## src/rtl/des_stream_pkg.sv

```systemverilog
// Shared types and sizes for the DES byte-stream adapter.
// Block geometry and the controller state encoding live here.
package des_stream_pkg;

  localparam int BLOCK_BYTES = 8;
  localparam int BYTE_W      = 8;
  localparam int BLOCK_W     = 64;
  localparam int CNT_W       = $clog2(BLOCK_BYTES);

  typedef enum logic [1:0] {
    IDLE,
    START,
    RELEASE
  } ctrl_state_t;

endpackage

```

## src/rtl/des_byte_packer.sv

```systemverilog
// Packs an 8-bit valid/ready stream into a 64-bit block, first byte in the MSB.
// Holds the full block until the controller clears it on launch.
module des_byte_packer
  import des_stream_pkg::*;
(
  input  logic               clk,
  input  logic               reset,
  input  logic [BYTE_W-1:0]  in_data,
  input  logic               in_valid,
  output logic               in_ready,
  input  logic               clear,
  output logic [BLOCK_W-1:0] block,
  output logic               full,
  output logic [CNT_W-1:0]   count
);

  logic accept;

  assign in_ready = !full;
  assign accept   = in_valid && !full;

  // NOTE: every register here uses <= so the update order inside the block cannot change the result.
  always_ff @(posedge clk or posedge reset) begin
    if (reset) begin
      block <= '0;
      full  <= 1'b0;
      count <= '0;
    end else if (clear) begin
      full  <= 1'b0;
      count <= '0;
    end else if (accept) begin
      block <= {block[BLOCK_W-BYTE_W-1:0], in_data};
      count <= count + 1'b1;
      if (count == CNT_W'(BLOCK_BYTES - 1)) full <= 1'b1;
    end
  end

endmodule

```

## src/rtl/des_stream_adapter.sv

```systemverilog
// Byte-stream front end for the DES core: pack, run start/done handshake, unpack.
// Packing of the next block overlaps the drain of the current output block.
module des_stream_adapter
  import des_stream_pkg::*;
#(
  parameter int unsigned TIMEOUT = 64
) (
  input  logic               clk,
  input  logic               reset,
  input  logic [BLOCK_W-1:0] key_i,
  input  logic [BYTE_W-1:0]  in_data_i,
  input  logic               in_valid_i,
  output logic               in_ready_o,
  output logic [BYTE_W-1:0]  out_data_o,
  output logic               out_valid_o,
  input  logic               out_ready_i,
  output logic               core_start_o,
  output logic [BLOCK_W-1:0] core_plaintext_o,
  output logic [BLOCK_W-1:0] core_key_o,
  input  logic [BLOCK_W-1:0] core_ciphertext_i,
  input  logic               core_done_i,
  output logic               busy_o,
  output logic               error_o
);

  ctrl_state_t        state;
  logic [15:0]        timer;
  logic [BLOCK_W-1:0] pk_block;
  logic               pk_full;
  logic [CNT_W-1:0]   pk_count;
  logic [BLOCK_W-1:0] ob_buf;
  logic               ob_full;
  logic [CNT_W-1:0]   ob_idx;
  logic               launch;
  logic               capture;
  logic               out_xfer;

  // A stale done from the previous transaction must be seen low before relaunching.
  assign launch   = (state == IDLE) && pk_full && !ob_full && !core_done_i;
  assign capture  = (state == START) && core_done_i;
  assign out_xfer = ob_full && out_ready_i;

  des_byte_packer u_packer (
    .clk      (clk),
    .reset    (reset),
    .in_data  (in_data_i),
    .in_valid (in_valid_i),
    .in_ready (in_ready_o),
    .clear    (launch),
    .block    (pk_block),
    .full     (pk_full),
    .count    (pk_count)
  );

  always_ff @(posedge clk or posedge reset) begin
    if (reset) begin
      state            <= IDLE;
      timer            <= '0;
      core_start_o     <= 1'b0;
      core_plaintext_o <= '0;
      core_key_o       <= '0;
      error_o          <= 1'b0;
    end else begin
      case (state)
        IDLE: begin
          if (launch) begin
            core_plaintext_o <= pk_block;
            core_key_o       <= key_i;
            core_start_o     <= 1'b1;
            timer            <= '0;
            state            <= START;
          end
        end
        START: begin
          if (core_done_i) begin
            core_start_o <= 1'b0;
            state        <= RELEASE;
          end else if (timer == 16'(TIMEOUT - 1)) begin
            error_o      <= 1'b1;
            core_start_o <= 1'b0;
            state        <= RELEASE;
          end else begin
            timer <= timer + 1'b1;
          end
        end
        RELEASE: begin
          if (!core_done_i) state <= IDLE;
        end
        default: state <= IDLE;
      endcase
    end
  end

  // Output buffer shifts left so the current byte is always in the top lane.
  always_ff @(posedge clk or posedge reset) begin
    if (reset) begin
      ob_buf  <= '0;
      ob_full <= 1'b0;
      ob_idx  <= '0;
    end else if (capture) begin
      ob_buf  <= core_ciphertext_i;
      ob_full <= 1'b1;
      ob_idx  <= '0;
    end else if (out_xfer) begin
      ob_buf <= {ob_buf[BLOCK_W-BYTE_W-1:0], {BYTE_W{1'b0}}};
      ob_idx <= ob_idx + 1'b1;
      if (ob_idx == CNT_W'(BLOCK_BYTES - 1)) ob_full <= 1'b0;
    end
  end

  assign out_data_o  = ob_buf[BLOCK_W-1 -: BYTE_W];
  assign out_valid_o = ob_full;
  assign busy_o      = (pk_count != '0) | pk_full | ob_full | (state != IDLE);

endmodule

```

## config.mk

```make
export PLATFORM = sky130hd
export DESIGN_NAME = des_stream_adapter
export DESIGN_NICKNAME = d
export VERILOG_FILES = /design/src/rtl/des_stream_pkg.sv /design/src/rtl/des_byte_packer.sv /design/src/rtl/des_stream_adapter.sv
export SDC_FILE = /design/constraint.sdc
export NUM_CORES = 1
export LEC_CHECK = 0
export BUFFER_PORTS_ARGS = -buffer_cell sky130_fd_sc_hd__buf_2
export CELL_PAD_IN_SITES_DETAIL_PLACEMENT = 0
export CELL_PAD_IN_SITES_GLOBAL_PLACEMENT = 1
export CORE_MARGIN = 10
export CORE_UTILIZATION = 38
export CTS_BUF_LIST = sky130_fd_sc_hd__clkbuf_8
export DETAILED_ROUTE_END_ITERATION = 10
export PLACE_DENSITY_LB_ADDON = 0.1
export SLEW_MARGIN = 10
export SYNTH_ARGS = -nofsm -noshare
export SYNTH_HDL_FRONTEND = slang
export SYNTH_HIERARCHICAL = 1
export SYNTH_SLANG_ARGS = --single-unit
export TNS_END_PERCENT = 1
```

## constraint.sdc

```tcl
create_clock -name clk -period 6.4 [get_ports clk]
set_clock_uncertainty 0.15 [all_clocks]
set_input_delay 0.32 -clock clk [delete_from_list [all_inputs] [get_ports clk]]
set_output_delay 0.32 -clock clk [all_outputs]
set_load 0.005 [all_outputs]
```

After elaboration in Yosys (flattened, before gate mapping)
Cells that the tools add are included.
{"block": "op_classes", "addsub": 3, "eq_ne": 10, "n_mux": 25, "n_bitwise": 5, "reduce_logical": 25}
{"op": "$mux 64", "count": 2}
{"op": "$mux 16", "count": 3}
{"op": "$pmux 16 s2", "count": 1}
{"op": "$add 16x1->16 const B", "count": 1}
{"op": "$eq 16x6->1 const B", "count": 1}
{"op": "$mux 3", "count": 4}
{"op": "$reduce_bool 2->1", "count": 6}
{"op": "$mux 1", "count": 9}
{"op": "$reduce_and 3->1", "count": 3}
{"op": "$mux 2", "count": 4}
{"op": "$ne 2x2->1 const B", "count": 4}
{"op": "$reduce_and 2->1", "count": 4}
{"op": "$add 3x1->3 const B", "count": 2}
{"op": "$eq 3x3->1 const B", "count": 2}
{"op": "$logic_and 1x1->1", "count": 6}
{"op": "$pmux 2 s3", "count": 1}
{"op": "$reduce_and 4->1", "count": 1}
{"op": "$logic_not 1->1", "count": 3}
{"op": "$ne 3x2->1 const B", "count": 1}
{"op": "$or 1x1->1", "count": 3}
{"op": "$reduce_bool 3->1", "count": 1}
{"op": "$eq 2x1->1 const B", "count": 1}
{"op": "$eq 2x2->1 const B", "count": 1}
{"op": "$logic_not 2->1", "count": 1}
{"op": "2 further kinds", "count": 3}
{"block": "totals", "ff_bits": 284, "in_bits": 141, "out_inout_bits": 141, "word_cells": 80}

Longest topological paths before layout
Gate-level depths: netlist of the first run.
{"block": "logic_depth", "ltp_word": 6, "depth_mapped": 8, "mapped_depth_nobuf": 6}

By module
Netlist of the first run, hierarchy kept.
{"mod": "des_stream_adapter", "instances": 1, "cells_each": 967, "area_each_um2": 9002.4, "seq_area_each_um2": 5405.2}
{"mod": "des_byte_packer", "instances": 1, "cells_each": 155, "area_each_um2": 2608.8, "seq_area_each_um2": 1701.6}

Worst setup path after synthesis of the first run
Ideal clock, no wire load.
{"block": "synth_timing", "path_type": "flip-flop to flip-flop", "from": "register state[0]", "to": "register u_packer.block[0]", "setup_time_ns": 0.127, "arrival_ns": 1.938, "required_time_ns": 6.123, "setup_slack_ns": 4.184, "stages_incl_launch_ff": 8, "n_path_buf": 2, "synth_period_minus_slack_ns": 2.216, "path_cell_list": "dfrtp_1 nor3_1 nand3b_1 inv_2 clkbuf_1 nor2_8 buf_6 mux2_1"}
{"block": "synth_via", "elab_chain_cells": 6}
{"item": "start: declaration", "line": "des_stream_adapter.sv:26", "source": "ctrl_state_t state;"}
{"item": "start signal: assignment", "line": "des_stream_adapter.sv:57", "source": "state <= IDLE;"}
{"item": "start signal: assignment", "line": "des_stream_adapter.sv:71", "source": "state <= START;"}
{"item": "start signal: assignment", "line": "des_stream_adapter.sv:77", "source": "state <= RELEASE;"}
{"item": "$logic_not 2->1", "line": "des_stream_adapter.sv:39", "source": "assign launch = (state == IDLE) && pk_full && !ob_full && !core_done_i;"}
{"item": "$logic_and 1x1->1 (3 in a row)", "line": "des_stream_adapter.sv:39"}
{"item": "via launch", "line": "des_stream_adapter.sv:34", "source": "logic launch;"}
{"item": "$not 1->1 (no line)"}
{"item": "$reduce_and 2->1 (no line)"}
{"item": "end signal: assignment", "line": "des_byte_packer.sv:32", "source": "block <= {block[BLOCK_W-BYTE_W-1:0], in_data};"}
{"item": "end: declaration", "line": "des_byte_packer.sv:12", "source": "output logic [BLOCK_W-1:0] block,"}
The timed path passes the listed nets, and every way through them passes these cells.
A chain may end at the register's enable or synchronous reset.

Final worst setup path of the first run
{"block": "layout_timing", "from": "register state[1]", "to": "register ob_buf[24]"}
{"block": "layout_via", "elab_chain_cells": 3}
{"item": "$eq 2x1->1 (*)", "line": "des_stream_adapter.sv:40", "source": "assign capture = (state == START) && core_done_i;"}
{"item": "$logic_and 1x1->1 (*)", "line": "des_stream_adapter.sv:40"}
{"item": "$mux 64 / $reduce_bool 2->1 (equally long branches)"}
{"item": "end signal: assignment", "line": "des_stream_adapter.sv:101", "source": "ob_buf <= core_ciphertext_i;"}
{"item": "end signal: assignment", "line": "des_stream_adapter.sv:105", "source": "ob_buf <= {ob_buf[BLOCK_W-BYTE_W-1:0], {BYTE_W{1'b0}}};"}
{"item": "end: declaration", "line": "des_stream_adapter.sv:31", "source": "logic [BLOCK_W-1:0] ob_buf;"}
Mark *: on every way between the ends. The rest lies on a longest branch, timed or not.

==> results of run 1 <==
-- cell type report --
cell class	instances	area, um^2	area share [%]
clock buffers	60	825.8	5.303
repair buffers	429	2868	18.42
inverters	10	48.80	0.3134
well taps	390	488.0	3.134
clock inverters	26	125.1	0.8035
flip-flops and latches	284	7107	45.64
multi-input cells	759	4110	26.39
-- worst max path at each step --
stage | startpoint | endpoint
finish | state[1] | ob_buf[24]
global route | state[0] | ob_buf[43]
CTS | state[1] | ob_buf[53]
detailed placement | state[1] | ob_buf[53]
global placement | out_valid_o | core_plaintext_o[49]
floorplan | reset | core_key_o[0]
-- where the power goes --
part / switching [W] / total (W) / internal (W)
Combinational: 0.00100 / 0.00196 / 0.000953
Sequential: 0.000473 / 0.00303 / 0.00256
Clock: 0.000732 / 0.00158 / 0.000848
-- worst max-delay path, cell delays in order, from the launching register on --
cell     delay (ps)
dfrtp_1         410
nor2b_1         670
and2_4          520
buf_4           700
nand2_1         130
o21ai_1         110
-- cells in the mapped netlist (2+ instances only) --
| cell type | number | area share, % |
|---|---|---|
| o21a_1 | 3 | 0.19 |
| dfrtp_1 | 284 | 61 |
| o211ai_1 | 3 | 0.19 |
| nor4_1 | 3 | 0.16 |
| clkbuf_1 | 34 | 1.1 |
| nor2_1 | 5 | 0.16 |
| mux2i_1 | 57 | 4.9 |
| nor2b_1 | 2 | 0.11 |
| buf_2 | 14 | 0.60 |
| inv_1 | 8 | 0.26 |
| a31oi_1 | 12 | 0.65 |
| buf_1 | 5 | 0.16 |
| nor3_1 | 3 | 0.13 |
| and4_1 | 2 | 0.15 |
| o21ai_1 | 57 | 2.5 |
| nand3_1 | 18 | 0.78 |
| inv_2 | 2 | 0.065 |
| nand2_1 | 474 | 15 |
| buf_4 | 8 | 0.52 |
| a21oi_1 | 10 | 0.43 |
| ha_1 | 5 | 0.54 |
| mux2_1 | 5 | 0.48 |
| a31o_1 | 2 | 0.15 |
| o21ai_0 | 5 | 0.22 |
| nand4_1 | 5 | 0.27 |
| o31a_1 | 2 | 0.15 |
| or3_1 | 2 | 0.11 |
| and3_1 | 5 | 0.27 |
| mux2_2 | 59 | 5.7 |
| nand2b_1 | 2 | 0.11 |
| buf_6 | 8 | 0.78 |
-- state kept, by name (all words and copies together), names as in the netlist --
signal and cells:
timer 16, ob_idx 3, u_packer/full 1, core_plaintext_o 64, u_packer/block 64, core_start_o 1, core_key_o 64, out_valid_o 1
ob_buf 64, u_packer/count 3, state 2, error_o 1
-- timing repair --
item,4_1_cts,5_1_grt
hold buffers,140,0
gates resized for setup,0,0
endpoints found under the hold margin,343,0
-- cell families after synthesis --
group,after synthesis,share of synthesized area [%]
AND/OR/NAND/NOR,530,18.56
AO/OA/AOI/OAI,101,4.946
adder cells (fa/ha/maj),5,0.5388
flip-flops,284,61.21
buffers and inverters,79,3.481
multiplexers,121,11.12
XOR/XNOR,2,0.1509
-- metrics by stage --
stage / worst slack, ps / util (%) / instance area [um^2] / hold WS [ps] / instances
detailed placement: 3584 / 44.25 / 13220 / 306.4 / 1732
floorplan: 22.35 / - / 11610 / 275.4 / 1122
finish: 3573 / 52.13 / 15570 / 314.4 / 1958
CTS: 3566 / 52.13 / 15570 / 275.1 / 1958
global route: 3302 / 52.13 / 15570 / 302.6 / 1958
global placement: 3595 / 44.25 / 13220 / 299.3 / 1732
-- layer usage --
layer  share of wire [%]  GRT usage [%]
met4                 1.3          3.719
met5               0.022              0
met3                 6.1          4.836
met2                  46          26.08
met1                  46          22.04
==> key figures, run 1 <==
Run status
  – Status: completed

Floorplan
  – # IOs: 282
  – Std cell rows: 63
  – Initial Utilization: 38.87%
  – Die X: 194.8 um
  – Die area: 37950 um^2
  – Die Ht: 194.8 um
  – Core footprint: 29870 um^2

Min path
  – Hold depth: 2
  – Worst hold path class: register to register
  – Worst Hold Path EP: core_key_o[3]
  – Hold Path Origin: core_key_o[3]

STA
  – Fmax: 0.3537 GHz
  – Setup TNS Final: 0 ps
  – Crit path time final: 2827 ps
  – Final slew viol count: 0
  – Worst slew margin: 28.15%
  – Final period util: 44.18%
  – Setup violators final: 0
  – Hold Violations, Final: 0
  – RSZ-0062 raised after global routing: no
  – Worst-Margin Slew: 1078 ps

Placed design
  – Port bufs: 281
  – RD Place Congestion: 0.7626
  – Final HPWL DP: 20.43 mm

Global route
  – First-pass GRT wire length: 52.32 mm
  – Global Route Usage Sum: 16.54%
  – Gr ovfl total: 0
  – Pin count of the biggest net entering global routing: 135
  – Vias in the first global route: 9501
  – Initial antenna violation count: 1

Drt
  – Drt pass-1 iters: 5
  – Final ANT Viol Nets: 0
  – Via Count: 8984
  – Wire per inst: 16.42 um
  – DR vias/cell: 4.588
  – Final wirelength: 32.15 mm
  – DR iter-0 viols: 367
  – DR DRC count: 0

Cells and area
  – Most frequent cells in the layout: 473 x nand2_1, 284 x dfrtp_1, 281 x buf_2
  – Final #Nets: 1680
  – Number of filler cells placed in the layout: 2760
  – Ant. Diodes: 0
  – Most common cell after layout, fill and taps aside: nand2_1
  – Layout cells sized above 1: 27.30%
  – Area grow syn2layout: 34.12%

Run
  – Maxcap violations: 0

Synth
  – Seq/Total Area, Yosys: 61.21%
  – Synth unique cells: 49
  – Synth Instances: 1122
  – Yosys Warn Count: 6
  – Mean Syn Cell Area: 10.35 um^2
  – Synthesized area: 11610 um^2
  – #FFs+latches synth: 284
  – Post-synth top flop: dfrtp_1
  – Number of synthesized flops with an enable pin: 0
  – Async S/R FF share, synth: 100.0%
  – Syn_nets: 1268

Power and ir drop
  – PnR Total Power: 0.006570 W
  – PD cells: 421.9 nW/um^2
  – LEAKAGE: 8.230 nW
  – VDD IR max: 0.0002015 V

Critical path
  – Reg2reg end: ob_buf[24]
  – Worst path arrival time: 3150 ps
  – Crit end category: register
  – Reg2Reg Depth: 5
  – Crit start category: register
  – Worst EP required: 6720 ps
  – R2R Path Start: state[1]
  – R2R setup slack: 3570 ps
  – Worst-path fanout max: 87
  – Critical path class: register to register

Clock tree
  – Root buffer cell: clkbuf_8
  – CTS Buffer Depth: 3
  – H-tree depth: 2
  – Worst skew pair latency: 570 ps
  – Post-CTS Setup Repair Bufs: 0
  – Clk slew on worst S/H paths: 60 ps
  – TritonCTS Buffers: 50
  – Clk sinks: 284
  – TritonCTS clock tree: built
Note: power is estimated with default switching activity, not from simulation.
==> run 2, diff against run 1 <==
==> constraint.sdc (replaced) <==
create_clock -name clk -period 2.5 [get_ports clk]
set_clock_uncertainty 0.15 [all_clocks]
set_input_delay 0.125 -clock clk [delete_from_list [all_inputs] [get_ports clk]]
set_output_delay 0.125 -clock clk [all_outputs]
set_load 0.005 [all_outputs]
==> run 2 against run 1 <==
Cell count rose by 1.8%. Critical endpoint is now ob_buf[23]. Register-to-register slack got worse by 3400 ps. Global-route usage up 0.47 points. Clock power rose to 2.6 times the previous value. Largest power group unchanged. Sequential cell count unchanged. Non-clock buffer count up 39. Via count up 3.5%. Utilization is 1.6 points higher.
==> key figures, run 2 (synthesis gave the netlist of run 1 again) <==
Critical path
  – Worst path arrival time: 2720 ps
  – Reg2Reg Depth: 6
  – R2R Path Start: state[0]
  – Crit end category: register
  – Critical path class: register to register
  – R2R setup slack: 130 ps
  – Reg2reg end: ob_buf[23]
  – Worst-path fanout max: 5
  – Crit start category: register
  – Worst Setup SP: state[0]
  – Worst EP required: 2850 ps

Run status
  – Status: completed

Floorplan
  – Initial Utilization: 38.87%
  – Die area: 37950 um^2
  – Die X: 194.8 um
  – # IOs: 282
  – Die Ht: 194.8 um
  – Core footprint: 29870 um^2
  – Std cell rows: 63

Power and ir drop
  – PD cells: 1067 nW/um^2
  – VDD IR max: 0.0004841 V
  – LEAKAGE: 8.406 nW

Clock tree
  – CTS Buffer Depth: 3
  – Clk slew on worst S/H paths: 60 ps
  – Clk sinks: 284
  – Worst skew pair latency: 570 ps
  – TritonCTS clock tree: built
  – Root buffer cell: clkbuf_8
  – TritonCTS Buffers: 49
  – H-tree depth: 2

Cells and area
  – Final Instance Area: 16050 um^2
  – Layout cells sized above 1: 28.01%
  – Most frequent cells in the layout: 473 x nand2_1, 284 x dfrtp_1, 281 x buf_2
  – Ant. Diodes: 0
  – Area grow syn2layout: 38.25%
  – Number of filler cells placed in the layout: 2751
  – Most common cell after layout, fill and taps aside: nand2_1
  – Final #Nets: 1719

Placed design
  – Placed cell area: 13490 um^2
  – Final HPWL DP: 21.70 mm
  – RD Place Congestion: 0.7757
  – Dpl ws: 349.4 ps
  – Port bufs: 281

STA
  – Final slew viol count: 0
  – Worst Slack Setup Final: 126.5 ps
  – Fmax: 0.4213 GHz
  – Worst-Margin Slew: 712.0 ps
  – Final period util: 94.94%
  – Crit path time final: 2373 ps
  – RSZ-0062 raised after global routing: no
  – Setup violators final: 0
  – Hold Violations, Final: 0
  – Setup TNS Final: 0 ps
  – Worst slew margin: 52.44%

Drt
  – DR DRC count: 0
  – Final wirelength: 33.08 mm
  – Final ANT Viol Nets: 0
  – Wire per inst: 16.60 um
  – Via Count: 9302
  – Drt pass-1 iters: 5
  – DR vias/cell: 4.667
  – DR iter-0 viols: 481

Global route
  – Pin count of the biggest net entering global routing: 131
  – Initial antenna violation count: 0
  – Vias in the first global route: 9737
  – Gr ovfl total: 0
  – Global Route Usage Sum: 17.01%
  – First-pass GRT wire length: 53.95 mm

Min path
  – Worst hold path class: input pin to async pin

Run
  – Maxcap violations: 0
==> run 2: power by group <==
| part | total, W | switching [W] | internal [W] |
|---|---|---|---|
| logic | 0.00527 | 0.00265 | 0.00262 |
| registers | 0.00778 | 0.00122 | 0.00656 |
| clock network | 0.00408 | 0.00183 | 0.00225 |
==> run 2: how the worst max path moves through the flow <==
stage | end | depth (start not counted)
detailed placement | core_plaintext_o[27] | 6
global route | ob_buf[23] | 6
floorplan | core_key_o[0] | 1
finish | ob_buf[23] | 6
global placement | core_key_o[10] | 6
CTS | ob_buf[23] | 6
==> run 2: critical path, cell delays in order, from the launching register on <==
cell and delay, ps:
dfrtp_1 390, nor2b_2 280, and2_4 230, nand2_1 60, dlygate4sd3_1 550, o21ai_1 80
dlygate4sd3_1 560
==> run 2: metal layers <==
metal / global-route usage, % / wire length, um / up-vias
met5: 0 / 0 / -
met4: 4.086 / 523 / 0
met3: 5.111 / 2253 / 40
met2: 26.37 / 14960 / 222
met1: 22.87 / 15350 / 4464
li1: - / - / 4576
==> run 2: repair_timing <==
item	CTS	global route
hold buffers	159	0
resized for setup	0	1
setup endpoints to repair	0	2
hold endpoints to repair	330	0
setup buffers	0	2
==> run 2: cell type report <==
class	count	area [um^2]	area share, %
clock buffers	60	825.8	5.144
inverters	10	45.04	0.2806
multi-input cells	760	4120	25.67
clock inverters	21	121.4	0.7560
well taps	390	488.0	3.040
repair buffers	468	3346	20.84
flip-flops and latches	284	7107	44.27
==> run 2: stage by stage <==
| stage | utilization, % | power [W] | hold WS, ps | cells |
|---|---|---|---|---|
| floorplan | - | 0.01071 | 80.44 | 1122 |
| detailed placement | 45.15 | 0.01297 | 126.0 | 1750 |
| global placement | 45.15 | 0.01287 | 116.1 | 1750 |
| global route | 53.73 | 0.01852 | 97.07 | 1993 |
| CTS | 53.65 | 0.01742 | 52.06 | 1990 |
| finish | 53.73 | 0.01713 | 62.22 | 1993 |
